===== src/rtl/jtopl_pkg.sv =====
// jtopl_pkg: OPL write-timing constants and write-buffer FSM encoding shared by
// the OPL variants.
package jtopl_pkg;
    localparam int OPL_ADDR_WAIT = 12;
    localparam int OPL_DATA_WAIT = 84;

    typedef enum logic [1:0] {
        IDLE  = 2'd0,
        ISSUE = 2'd1,
        WAIT  = 2'd2
    } wr_state_t;

    function automatic int cnt_width(input int a, input int b);
        int m;
        m = a > b ? a : b;
        return m > 0 ? $clog2(m + 1) : 1;
    endfunction
endpackage


===== src/rtl/jtopl_fifo.sv =====
// jtopl_fifo: fall-through FIFO with registered full/empty flags; accepts a push
// while full when a pop happens in the same cycle.
module jtopl_fifo #(
    parameter int DEPTH = 4,
    parameter int W     = 9
) (
    input  logic         clk,
    input  logic         rst_n,
    input  logic         push,
    input  logic         pop,
    input  logic [W-1:0] din,
    output logic [W-1:0] dout,
    output logic         full,
    output logic         empty
);
    localparam int AW = $clog2(DEPTH);

    logic [W-1:0]  mem [DEPTH];
    logic [AW-1:0] wr_ptr, rd_ptr;
    logic [AW:0]   count, count_nx;
    logic          do_push, do_pop;

    assign do_pop   = pop & ~empty;
    assign do_push  = push & (~full | do_pop);
    assign count_nx = count + (AW+1)'(do_push) - (AW+1)'(do_pop);
    assign dout     = mem[rd_ptr];

    always_ff @(posedge clk or negedge rst_n) begin
        if (!rst_n) begin
            wr_ptr <= '0;
            rd_ptr <= '0;
            count  <= '0;
            full   <= 1'b0;
            empty  <= 1'b1;
        end else begin
            if (do_push) wr_ptr <= wr_ptr + AW'(1);
            if (do_pop)  rd_ptr <= rd_ptr + AW'(1);
            count <= count_nx;
            full  <= count_nx == (AW+1)'(DEPTH);
            empty <= count_nx == '0;
        end
    end

    always_ff @(posedge clk) begin
        if (do_push) mem[wr_ptr] <= din;
    end
endmodule


===== src/rtl/jtopl_wrbuf.sv =====
// jtopl_wrbuf: buffers CPU writes and replays them to the OPL register map as
// single-clk strobes spaced by the chip's address/data write wait times.
module jtopl_wrbuf
    import jtopl_pkg::*;
#(
    parameter int DEPTH     = 4,
    parameter int ADDR_WAIT = OPL_ADDR_WAIT,
    parameter int DATA_WAIT = OPL_DATA_WAIT
) (
    input  logic       clk,
    input  logic       rst_n,
    input  logic       cen,
    input  logic       cs_n,
    input  logic       wr_n,
    input  logic       cpu_addr,
    input  logic [7:0] cpu_din,
    input  logic       ovf_clr,
    output logic       write,
    output logic       addr,
    output logic [7:0] din,
    output logic       busy,
    output logic       full,
    output logic       empty,
    output logic       ovf
);
    localparam int CW = cnt_width(ADDR_WAIT, DATA_WAIT);

    wr_state_t     state;
    logic [CW-1:0] cnt;
    logic [8:0]    head;
    logic          cpu_wr, cpu_wr_l, push_req, pop, drop, go;

    assign cpu_wr   = ~cs_n & ~wr_n;
    assign push_req = cpu_wr & ~cpu_wr_l;
    assign pop      = state == ISSUE;
    assign drop     = push_req & full & ~pop;
    // a queued entry is launched from IDLE or as soon as the running wait expires
    assign go       = ~empty & (state == IDLE || (state == WAIT && cnt == '0));
    assign busy     = state != IDLE || ~empty;

    jtopl_fifo #(.DEPTH(DEPTH), .W(9)) u_fifo (
        .clk   (clk),
        .rst_n (rst_n),
        .push  (push_req),
        .pop   (pop),
        .din   ({cpu_addr, cpu_din}),
        .dout  (head),
        .full  (full),
        .empty (empty)
    );

    always_ff @(posedge clk or negedge rst_n) begin
        if (!rst_n) begin
            state    <= IDLE;
            cnt      <= '0;
            write    <= 1'b0;
            addr     <= 1'b0;
            din      <= 8'd0;
            cpu_wr_l <= 1'b0;
            ovf      <= 1'b0;
        end else begin
            cpu_wr_l <= cpu_wr;
            ovf      <= drop | (ovf & ~ovf_clr);
            write    <= go;
            if (go) begin
                addr <= head[8];
                din  <= head[7:0];
            end
            case (state)
                IDLE:  if (go) state <= ISSUE;
                ISSUE: begin
                    state <= WAIT;
                    cnt   <= addr ? CW'(DATA_WAIT) : CW'(ADDR_WAIT);
                end
                WAIT: begin
                    if (cnt != '0) begin
                        if (cen) cnt <= cnt - CW'(1);
                    end else begin
                        state <= go ? ISSUE : IDLE;
                    end
                end
                default: state <= IDLE;
            endcase
        end
    end
endmodule


===== config.mk =====
export PLATFORM = sky130hd
export DESIGN_NAME = jtopl_wrbuf
export DESIGN_NICKNAME = d
export VERILOG_FILES = /design/src/rtl/jtopl_pkg.sv /design/src/rtl/jtopl_fifo.sv /design/src/rtl/jtopl_wrbuf.sv
export SDC_FILE = /design/constraint.sdc
export NUM_CORES = 1
export LEC_CHECK = 0
export CORE_MARGIN = 2
export CORE_UTILIZATION = 30
export CTS_BUF_LIST = sky130_fd_sc_hd__clkbuf_2
export DETAILED_ROUTE_END_ITERATION = 10
export GPL_ROUTABILITY_DRIVEN = 0
export PLACE_DENSITY = 0.51
export SYNTH_ARGS = -nofsm -noshare
export SYNTH_HDL_FRONTEND = slang
export SYNTH_HIERARCHICAL = 1
export SYNTH_SLANG_ARGS = --single-unit

===== constraint.sdc =====
create_clock -name clk -period 4.5 [get_ports clk]
set_input_delay 1.125 -clock clk [delete_from_list [all_inputs] [get_ports clk]]
set_output_delay 1.125 -clock clk [all_outputs]
set_load 0.02 [all_outputs]

* Word-level counts from Yosys, hierarchy flattened
Memory sizes are Yosys's and may differ from the RTL's. A register that Yosys moved wholly into a read port is not among the register bits.
Cells that the tools add are included.
** Word-level totals
- Bits in writable memories :: 36
- Input port bits :: 15
- Register bits after elaboration :: 21
- Output and inout port bits :: 14
- Word-level logic and storage cells :: 62
- Memories kept :: 1
** Memory list
- u_fifo.mem :: words 4, width 9, read ports 1, clocked after Yosys merged registers in 1, wr ports 1, line jtopl_fifo.sv:18 : logic [W-1:0] mem [DEPTH];
** Operators by class
- Mux-type cells :: 10
- Bitwise operators :: 17
- Add/subtract/negate cells :: 5
- Equality and inequality tests :: 7
- Reductions and logical operators :: 12
** Operators with widths (number)
- 2-to-1 mux 7 bit :: 3
- one-hot mux 7 bit (2 select lines) :: 1
- AND 1 bit :: 8
- zero test 7 bit :: 1
- inverter 1 bit :: 7
- nonzero test 7 bit :: 1
- subtractor 7 x 1 -> 7 bit, second input constant :: 1
- != test 2 bit, second input constant :: 3
- one-hot mux 2 bit (3 select lines) :: 1
- adder 2 x 1 -> 2 bit, second input constant :: 2
- 2-to-1 mux 2 bit :: 2
- nonzero test 2 bit :: 2
- adder 3 x 1 -> 3 bit :: 1
- equality test 3 bit, second input constant :: 1
- zero test 3 bit :: 1
- 2-to-1 mux 1 bit :: 3
- AND reduction 3 bit :: 1
- subtractor 3 x 1 -> 3 bit :: 1
- equality test 2 x 1 -> 1 bit, second input constant :: 1
- equality test 2 bit, second input constant :: 1
- zero test 2 bit :: 1
- logical OR 1 bit :: 2
- != test 2 x 1 -> 1 bit, second input constant :: 1
- bitwise OR 1 bit :: 2
- other kinds (3) :: 3

* Logic depth before layout (Yosys ltp)
Gate-level depths: netlist of the first run.
- Depth in word-level cells :: 7
- Depth in mapped cells :: 14
- Depth with buffers taken out :: 13

* Hierarchy
Netlist of the first run, hierarchy kept.
** Modules (own cells, without submodules)
- jtopl_fifo :: seq. area each 1307.5 µm², times used 1, area an instance 1780.5 µm², cells each 85
- jtopl_wrbuf :: seq. area each 525.5 µm², times used 1, area an instance 979.7 µm², cells each 84

* Worst setup path before layout of the first run
No wires, ideal clock.
- Path type :: input-to-reg
- Start point :: input port wr_n
- End point :: register u_fifo.full
- Stages :: 11
- Setup slack :: 1.377 ns
- Library setup time :: 0.088 ns
- Required time :: 4.412 ns
- Arrival :: 3.034 ns
- Buffers on the path :: 0
- Cells stage by stage :: nor3_1 -> a21boi_4 -> inv_1 -> ha_1 -> inv_1 -> ha_1 -> inv_1 -> fa_1 -> xnor2_1 -> xnor2_1 -> nor3b_1
** On the way
- Longest elaborated chain between the ends :: 7
** Ends and longest elaborated chain
- start, declared :: line jtopl_wrbuf.sv:14 : input logic wr_n,
- inverter 1 bit :: line jtopl_wrbuf.sv:33 : assign cpu_wr = ~cs_n & ~wr_n;
- AND 1 bit :: line jtopl_wrbuf.sv:33
- AND 1 bit :: line jtopl_wrbuf.sv:34 : assign push_req = cpu_wr & ~cpu_wr_l;
- AND 1 bit :: line jtopl_fifo.sv:24 : assign do_push = push & (~full | do_pop);
- adder 3 x 1 -> 3 bit :: line jtopl_fifo.sv:25 : assign count_nx = count + (AW+1)'(do_push) - (AW+1)'(do_pop);
- subtractor 3 x 1 -> 3 bit :: line jtopl_fifo.sv:25
- net u_fifo.count_nx[2] :: line jtopl_fifo.sv:20 : logic [AW:0] count, count_nx;
- equality test 3 bit :: line jtopl_fifo.sv:39 : full <= count_nx == (AW+1)'(DEPTH);
- end signal, assigned :: line jtopl_fifo.sv:39
- end, declared :: line jtopl_fifo.sv:13 : output logic full,
The timed path passes the listed nets, and every way through them passes these cells.
A chain may end at the register's enable or synchronous reset.

* Worst setup path after layout of the first run
- Start point :: input port wr_n
- End point :: register u_fifo.full
** On the way
- Longest elaborated chain between the ends :: 7
** Ends and longest elaborated chain
- inverter 1 bit :: line jtopl_wrbuf.sv:33
- AND 1 bit :: line jtopl_wrbuf.sv:33
- AND 1 bit :: line jtopl_wrbuf.sv:34
- net push_req :: line jtopl_wrbuf.sv:31 : logic cpu_wr, cpu_wr_l, push_req, pop, drop, go;
- AND 1 bit :: line jtopl_fifo.sv:24
- adder 3 x 1 -> 3 bit :: line jtopl_fifo.sv:25
- subtractor 3 x 1 -> 3 bit :: line jtopl_fifo.sv:25
- net u_fifo.count_nx[2] :: line jtopl_fifo.sv:20
- equality test 3 bit :: line jtopl_fifo.sv:39
The timed path passes the listed nets, and every way through them passes these cells.

==> metrics, run 1 <==
source-to-sink clock delay at the later pin of the worst-skew pair 470 ps; xor and xnor area share after synthesis 0.01587; aggregate negative setup slack 0 ps; row count 35; cts repair resizes 0; number of buffers created by CTS 9; net count after synthesis 192; master cell of the clock root buffer sky130_fd_sc_hd__clkbuf_2; RSZ-0062 raised after global routing no; synthesized-area fraction occupied by and/or/nand/nor cells 0.07208; first-iteration detailed-routing DRC count 72; first-pass GRT wire length 7534 um; Worst Setup End Kind flip-flop; number of inserted diodes 0; post-CTS clock slew at the launch and capture registers of the worst setup and hold paths 170 ps; Slew Limit Fails 0; measured slew at the worst slew-check pin 1093 ps; WL/cell 14.15 um; Final Total Pwr 0.002065 W; number of warnings issued by yosys 6; complex-gate fraction of the synthesized area 0.03626; post-CTS repair timing setup buffer count 0; number of ports placed on the die boundary 29; crit path DAT 3600 ps; number of global-route vias before repair 1496; Mapped Avg Cell Area 16.33 um^2; Mapped Cells 169; status finished, final reports clean; kind of launch point of the worst setup path primary input; HPWL Detailed 3126 um; combined area of all synthesized cells 0.002760 mm^2; P per Cell Area 628.5 mW/mm^2; starting utilization of the core area 0.3045; type of the worst setup path primary input to flip-flop; clock period minus final worst setup slack 3201 ps; global-route usage over all layers 0.1022; cell count after placement 304; DRC 0; Max Cap Viol 0; Die X 99.92 um; commonest cells in the netlist 36 x sky130_fd_sc_hd__edfxtp_1, 29 x sky130_fd_sc_hd__dfrtp_1, 14 x sky130_fd_sc_hd__inv_1; proportion of synthesized chip area in sequential cells 0.6641; required time of the critical path 4900 ps; number of buffers added on ports 28; synth-to-layout area growth 19.04%; Period Utilization, post-route 0.7113; synth top area cells sky130_fd_sc_hd__edfxtp_1 39%, sky130_fd_sc_hd__dfrtp_1 26%, sky130_fd_sc_hd__mux4_2 6.5%, sky130_fd_sc_hd__mux2_4 4.4%, sky130_fd_sc_hd__ha_1 3.2%; non-filler instance count after layout 320; fraction of layout instances using a drive strength above 1 0.1914; hold buffers post-CTS 0; placed standard-cell area 0.003152 mm^2; Die Y-Extent 99.92 um; Max-Slew Margin vs Limit 0.2685; Final Instance Area 0.003286 mm^2; Post-Place Setup Slack 760.0 ps; core box area 0.009065 mm^2; dominant register cell in the synthesized netlist sky130_fd_sc_hd__edfxtp_1; cell taking the most area after synthesis sky130_fd_sc_hd__edfxtp_1; most frequent cell after synthesis sky130_fd_sc_hd__edfxtp_1; final setup skew 23.29 ps; antenna-violating nets left 0; post-synthesis sequential element count 66; combinational family with the most area after synthesis multiplexers; overflow left after global routing 0; async set-reset flop share out of synthesis 0.4545; Critical R2R Launch state[1]; H-tree levels 3; number of vias per cell after detailed routing 4.391; Worst setup startpoint wr_n; filler cell count 873; Lkg Pwr 1.266 nW; maximum number of pins on one net before global-route repair 31; DIE AREA 0.009984 mm^2; maximum clock path buffer count 2; final-report hold violation count 0; mux share of post-synthesis cell area 0.1410; largest driver fanout on the critical path 7; total via count in the routed design 1405; clock net sink count 66; Worst Hold Launch cnt[5]; final setup violation count 0; maximum clock rate 312.4 MHz; initial antenna violation count 0; number of nets in the final layout 227; adder and majority gate portion of the synthesized area 0.03898; TritonCTS clock tree built; share of the synthesized area in the top cell type 0.3917; least setup slack across all paths after layout 1299 ps; Max IR drop VDD 0.1715 mV; length of the first detailed-routing pass in iterations 4; class of the tightest hold or removal check flip-flop to flip-flop; count of unique library cells instantiated by Yosys 38; total wire length after detailed routing 4528 um; EDFF count, synth 36
-- stage by stage --
stage                     hold slack, ps    util
after floorplan                    467.8       -
after global placement             498.7  0.3477
after detailed placement           504.8  0.3477
after CTS                          536.0  0.3625
after global routing               554.8  0.3625
final                              522.8  0.3625
-- logic make-up after synthesis --
group / after synthesis
AOI/OAI and AO/OA: 13
xor gates and xnor gates: 5
adders and majority gates: 8
buffers and inverters: 19
DFF: 66
muxes: 23
and+or+nand+nor: 35
-- flip-flops by register name (all words and copies together), names as in the netlist --
| register | cells |
|---|---|
| u_fifo/wr_ptr | 2 |
| addr | 1 |
| u_fifo/empty | 1 |
| u_fifo/full | 1 |
| din | 8 |
| write | 1 |
| cpu_wr_l | 1 |
| u_fifo/rd_ptr | 2 |
| u_fifo/mem | 36 |
| ovf | 1 |
| state | 2 |
| cnt | 7 |
| u_fifo/count | 3 |
-- final cells by class --
cell class | count | area (um^2) | area share
inverter | 14 | 52.55 | 0.01599
tap | 111 | 138.9 | 0.04227
timing repair buffer | 29 | 287.8 | 0.08759
clock inverter | 5 | 78.83 | 0.02399
sequential | 66 | 1833 | 0.5579
multi-input combinational | 84 | 839.6 | 0.2555
clock buffer | 11 | 55.05 | 0.01676
-- worst paths after layout --
| kind | cells after the start | slack [ps] | to |
|---|---|---|---|
| max in group asynchronous | 2 | 3170 | u_fifo/empty |
| min reg2reg | 1 | 520 | cnt[5] |
| min | 1 | 520 | cnt[5] |
| max | 12 | 1300 | u_fifo/full |
| min in group asynchronous | 2 | 1020 | cpu_wr_l |
| max reg2reg | 13 | 1500 | u_fifo/full |
-- report_power, final --
group	internal [W]	switching [W]	leakage [nW]
registers	0.000791	0.000154	0.684
logic	0.000413	0.000315	0.496
clock network	0.000188	0.000204	0.0859
total	0.00139	0.000673	1.27
-- routing by layer --
layer,global-route usage,routed length (um),share of wire,vias up
met5,0,0,0,-
met3,0.02298,135,0.030,8
met1,0.1311,2147,0.47,686
met2,0.1549,2139,0.47,22
li1,-,-,-,689
met4,0.06955,106,0.023,0
-- layout by cell type, fill, tap and decap left out, types with 7 or more instances in the layout --
cell / instances
sky130_fd_sc_hd__edfxtp_1: 36
sky130_fd_sc_hd__dfrtp_1: 29
sky130_fd_sc_hd__clkdlybuf4s50_1: 28
sky130_fd_sc_hd__inv_1: 14
sky130_fd_sc_hd__clkbuf_2: 11
sky130_fd_sc_hd__nand2_1: 9
sky130_fd_sc_hd__mux2_4: 8
sky130_fd_sc_hd__mux4_2: 8
sky130_fd_sc_hd__nor2_1: 7
sky130_fd_sc_hd__ha_1: 7
-- worst max-delay path, cell delays in order --
cell,delay (ps)
sky130_fd_sc_hd__clkdlybuf4s50_1,420
sky130_fd_sc_hd__nor3_1,250
sky130_fd_sc_hd__a21boi_4,310
sky130_fd_sc_hd__inv_1,70
sky130_fd_sc_hd__ha_1,280
sky130_fd_sc_hd__inv_1,50
sky130_fd_sc_hd__ha_1,130
sky130_fd_sc_hd__inv_1,50
sky130_fd_sc_hd__fa_1,370
sky130_fd_sc_hd__xnor2_1,190
sky130_fd_sc_hd__xnor2_1,170
sky130_fd_sc_hd__nor3b_1,190
Power figures use the tool's default switching activity.
==> run 2: changes to the inputs <==
==> constraint.sdc (replaced) <==
create_clock -name clk -period 3.2 [get_ports clk]
set_input_delay 0.8 -clock clk [delete_from_list [all_inputs] [get_ports clk]]
set_output_delay 0.8 -clock clk [all_outputs]
set_load 0.02 [all_outputs]
==> run 2 against run 1 <==
  * Global-route usage shrank 0.15 points
  * Final area shrank 0.34%
  * Clock power grew 1%
  * Via count grew 1.6%
  * Clock skew grew 8.9 ps
  * Highest routed layer unchanged
==> metrics, run 2 (same netlist as run 1, synthesis figures left out) <==
maximum clock path buffer count 2 (unchanged); number of buffer and inverter instances along the worst setup path 4 (unchanged); maximum clock rate 361.5 MHz; synth-to-layout area growth 18.63%; WL/cell 13.53 um (-4.4%); final-report hold violation count 0 (unchanged); crit path DAT 3190 ps (-410 ps); placed standard-cell area 0.003189 mm^2 (+1.2%); DIE AREA 0.009984 mm^2 (unchanged); standard cell with the maximum stage delay on the critical path sky130_fd_sc_hd__clkdlybuf4s50_1; Final Total Pwr 0.002768 W (+34%); Period Utilization, post-route 0.8645; clock net sink count 66 (unchanged); non-filler instance count after layout 325 (+1.6%); post-CTS clock slew at the launch and capture registers of the worst setup and hold paths 190 ps (+20 ps); fraction of layout instances using a drive strength above 1 0.2056 (+0.01422); Clock Power Share 0.143 (-0.047); class of the tightest hold or removal check flip-flop to flip-flop; source-to-sink clock delay at the later pin of the worst-skew pair 500 ps (+30 ps); number of inserted diodes 0 (unchanged); total wire length after detailed routing 4398 um (-2.9%); Max Cap Viol 0 (unchanged); number of ports placed on the die boundary 29 (unchanged); least setup slack across all paths after layout 433.7 ps (-865.3 ps); cell count after placement 309 (+1.6%); RSZ-0062 raised after global routing no; cells along the critical path clkdlybuf4s50_1 -> nor3_1 -> a21boi_4 -> inv_1 -> ha_1 -> inv_1 -> ha_1 -> inv_1 -> fa_1 -> xnor2_1 -> xnor2_1 -> nor3b_1; first-pass GRT wire length 7300 um (-3.1%); switching power 0.0009508 W (+41%); global-route usage over all layers 0.1007 (-0.001478); initial antenna violation count 0 (unchanged); filler cell count 846 (-3.1%); Lkg Pwr 1.264 nW (-0.16%); total via count in the routed design 1428 (+1.6%); maximum number of pins on one net before global-route repair 31 (unchanged); Final Instance Area 0.003274 mm^2 (-0.34%); H-tree levels 3 (unchanged); sequential group share of total power 0.468 (+0.010); status finished, final reports clean; Worst Setup End Kind flip-flop; multi-input combinational cell area 839.6 um^2 (unchanged); Max-Slew Margin vs Limit 0.2733 (+0.004763); length of the first detailed-routing pass in iterations 4 (unchanged); hold buffers post-CTS 0 (unchanged); internal power 0.001817 W (+31%); number of buffers created by CTS 9 (unchanged); share of the core filled with cells in the final layout 0.3612 (-0.001242); highest-count cells in the layout ignoring fill and taps 36 x sky130_fd_sc_hd__edfxtp_1, 29 x sky130_fd_sc_hd__dfrtp_1, 28 x sky130_fd_sc_hd__clkdlybuf4s50_1; cell type with the highest occurrence count on the critical path sky130_fd_sc_hd__inv_1; number of nets in the final layout 232 (+2.2%); number of vias per cell after detailed routing 4.394 (about the same); master cell of the clock root buffer sky130_fd_sc_hd__clkbuf_2; most frequent standard cell in the layout excluding fill and tap cells sky130_fd_sc_hd__edfxtp_1; cts repair resizes 0 (unchanged); starting utilization of the core area 0.3045 (unchanged); core box area 0.009065 mm^2 (unchanged); Slew Limit Fails 0 (unchanged); largest register by flop count u_fifo/mem; TritonCTS clock tree built; final setup skew 32.23 ps (+8.939 ps); final setup violation count 0 (unchanged); type of the worst setup path primary input to flip-flop; clock period minus final worst setup slack 2766 ps; Seq. cell area 0.001833 mm^2 (unchanged); largest driver fanout on the critical path 3 (-4); delay-heaviest family, CP adder cells; Die Y-Extent 99.92 um (unchanged); Max IR drop VDD 0.2098 mV (+22%); P per Cell Area 845.4 mW/mm^2 (+35%); post-CTS repair timing setup buffer count 0 (unchanged); switching share of power 0.3435 (+0.01749); first-iteration detailed-routing DRC count 57 (-21%); number of global-route vias before repair 1405 (-6.1%); number of buffers added on ports 28 (unchanged); overflow left after global routing 0 (unchanged); Post-Place Setup Slack -122.6 ps (-882.6 ps); measured slew at the worst slew-check pin 1086 ps (-7.119 ps); Die X 99.92 um (unchanged); DRC 0 (unchanged); antenna-violating nets left 0 (unchanged); Worst path max stage delay 420 ps (about the same); kind of launch point of the worst setup path primary input; required time of the critical path 3620 ps (-1280 ps); HPWL Detailed 3052 um (-2.4%); Combinational Power Share 0.389 (+0.037); flip-flop count of the largest register after layout 36 (unchanged); row count 35 (unchanged); top flop regs u_fifo/mem (36), din (8), cnt (7)
-- run 2: cell count changes in the layout (fill, tap and decap cells not counted) --
| cell | delta |
|---|---|
| sky130_fd_sc_hd__clkbuf_2 | -1 |
| sky130_fd_sc_hd__buf_4 | +5 |
| sky130_fd_sc_hd__clkinv_2 | +1 |
| sky130_fd_sc_hd__bufinv_16 | -2 |
| sky130_fd_sc_hd__clkinv_1 | +1 |
| sky130_fd_sc_hd__clkinvlp_4 | +1 |
-- run 2: cell type report --
cell class	count	share of cell area
clock inverter	6	0.01070
inverter	14	0.01605
multi-input combinational	84	0.2564
timing repair buffer	34	0.09935
sequential	66	0.5598
clock buffer	10	0.01528
tap	111	0.04241
-- run 2: power groups by stage --
stage	combinational (W)	clock [W]	sequential, W
global route	0.00120	0.000462	0.00134
finish	0.00108	0.000397	0.00129
CTS	0.00110	0.000423	0.00131
global placement	0.00109	0	0.00132
detailed placement	0.00110	0	0.00133
floorplan	0.000767	0	0.00132
-- run 2: per-layer routing --
metal	global-route usage	vias up	part of all wire
met5	0	-	0
met4	0.06322	0	0.028
met3	0.03134	9	0.036
met2	0.1424	22	0.45
met1	0.1346	700	0.48
li1	-	697	-
-- run 2: stage by stage --
stage | hold WS, ps | setup TNS [ps]
2_1_floorplan | 467.8 | 0
3_3_place_gp | 497.2 | -56.45
3_5_place_dp | 500.6 | -122.6
4_1_cts | 524.0 | 0
5_1_grt | 561.6 | 0
6_report | 517.1 | 0
-- run 2: path summary, 6_finish.rpt --
path,startpoint,endpoint,slack [ps],depth (start not counted)
setup / recovery,wr_n,u_fifo/full,430,12
hold / removal,cnt[0],cnt[0],520,1
setup reg to reg,state[1],u_fifo/full,680,13
hold reg to reg,cnt[0],cnt[0],520,1
max in group asynchronous,rst_n,u_fifo/empty,2220,2
min in group asynchronous,rst_n,cnt[1],650,2
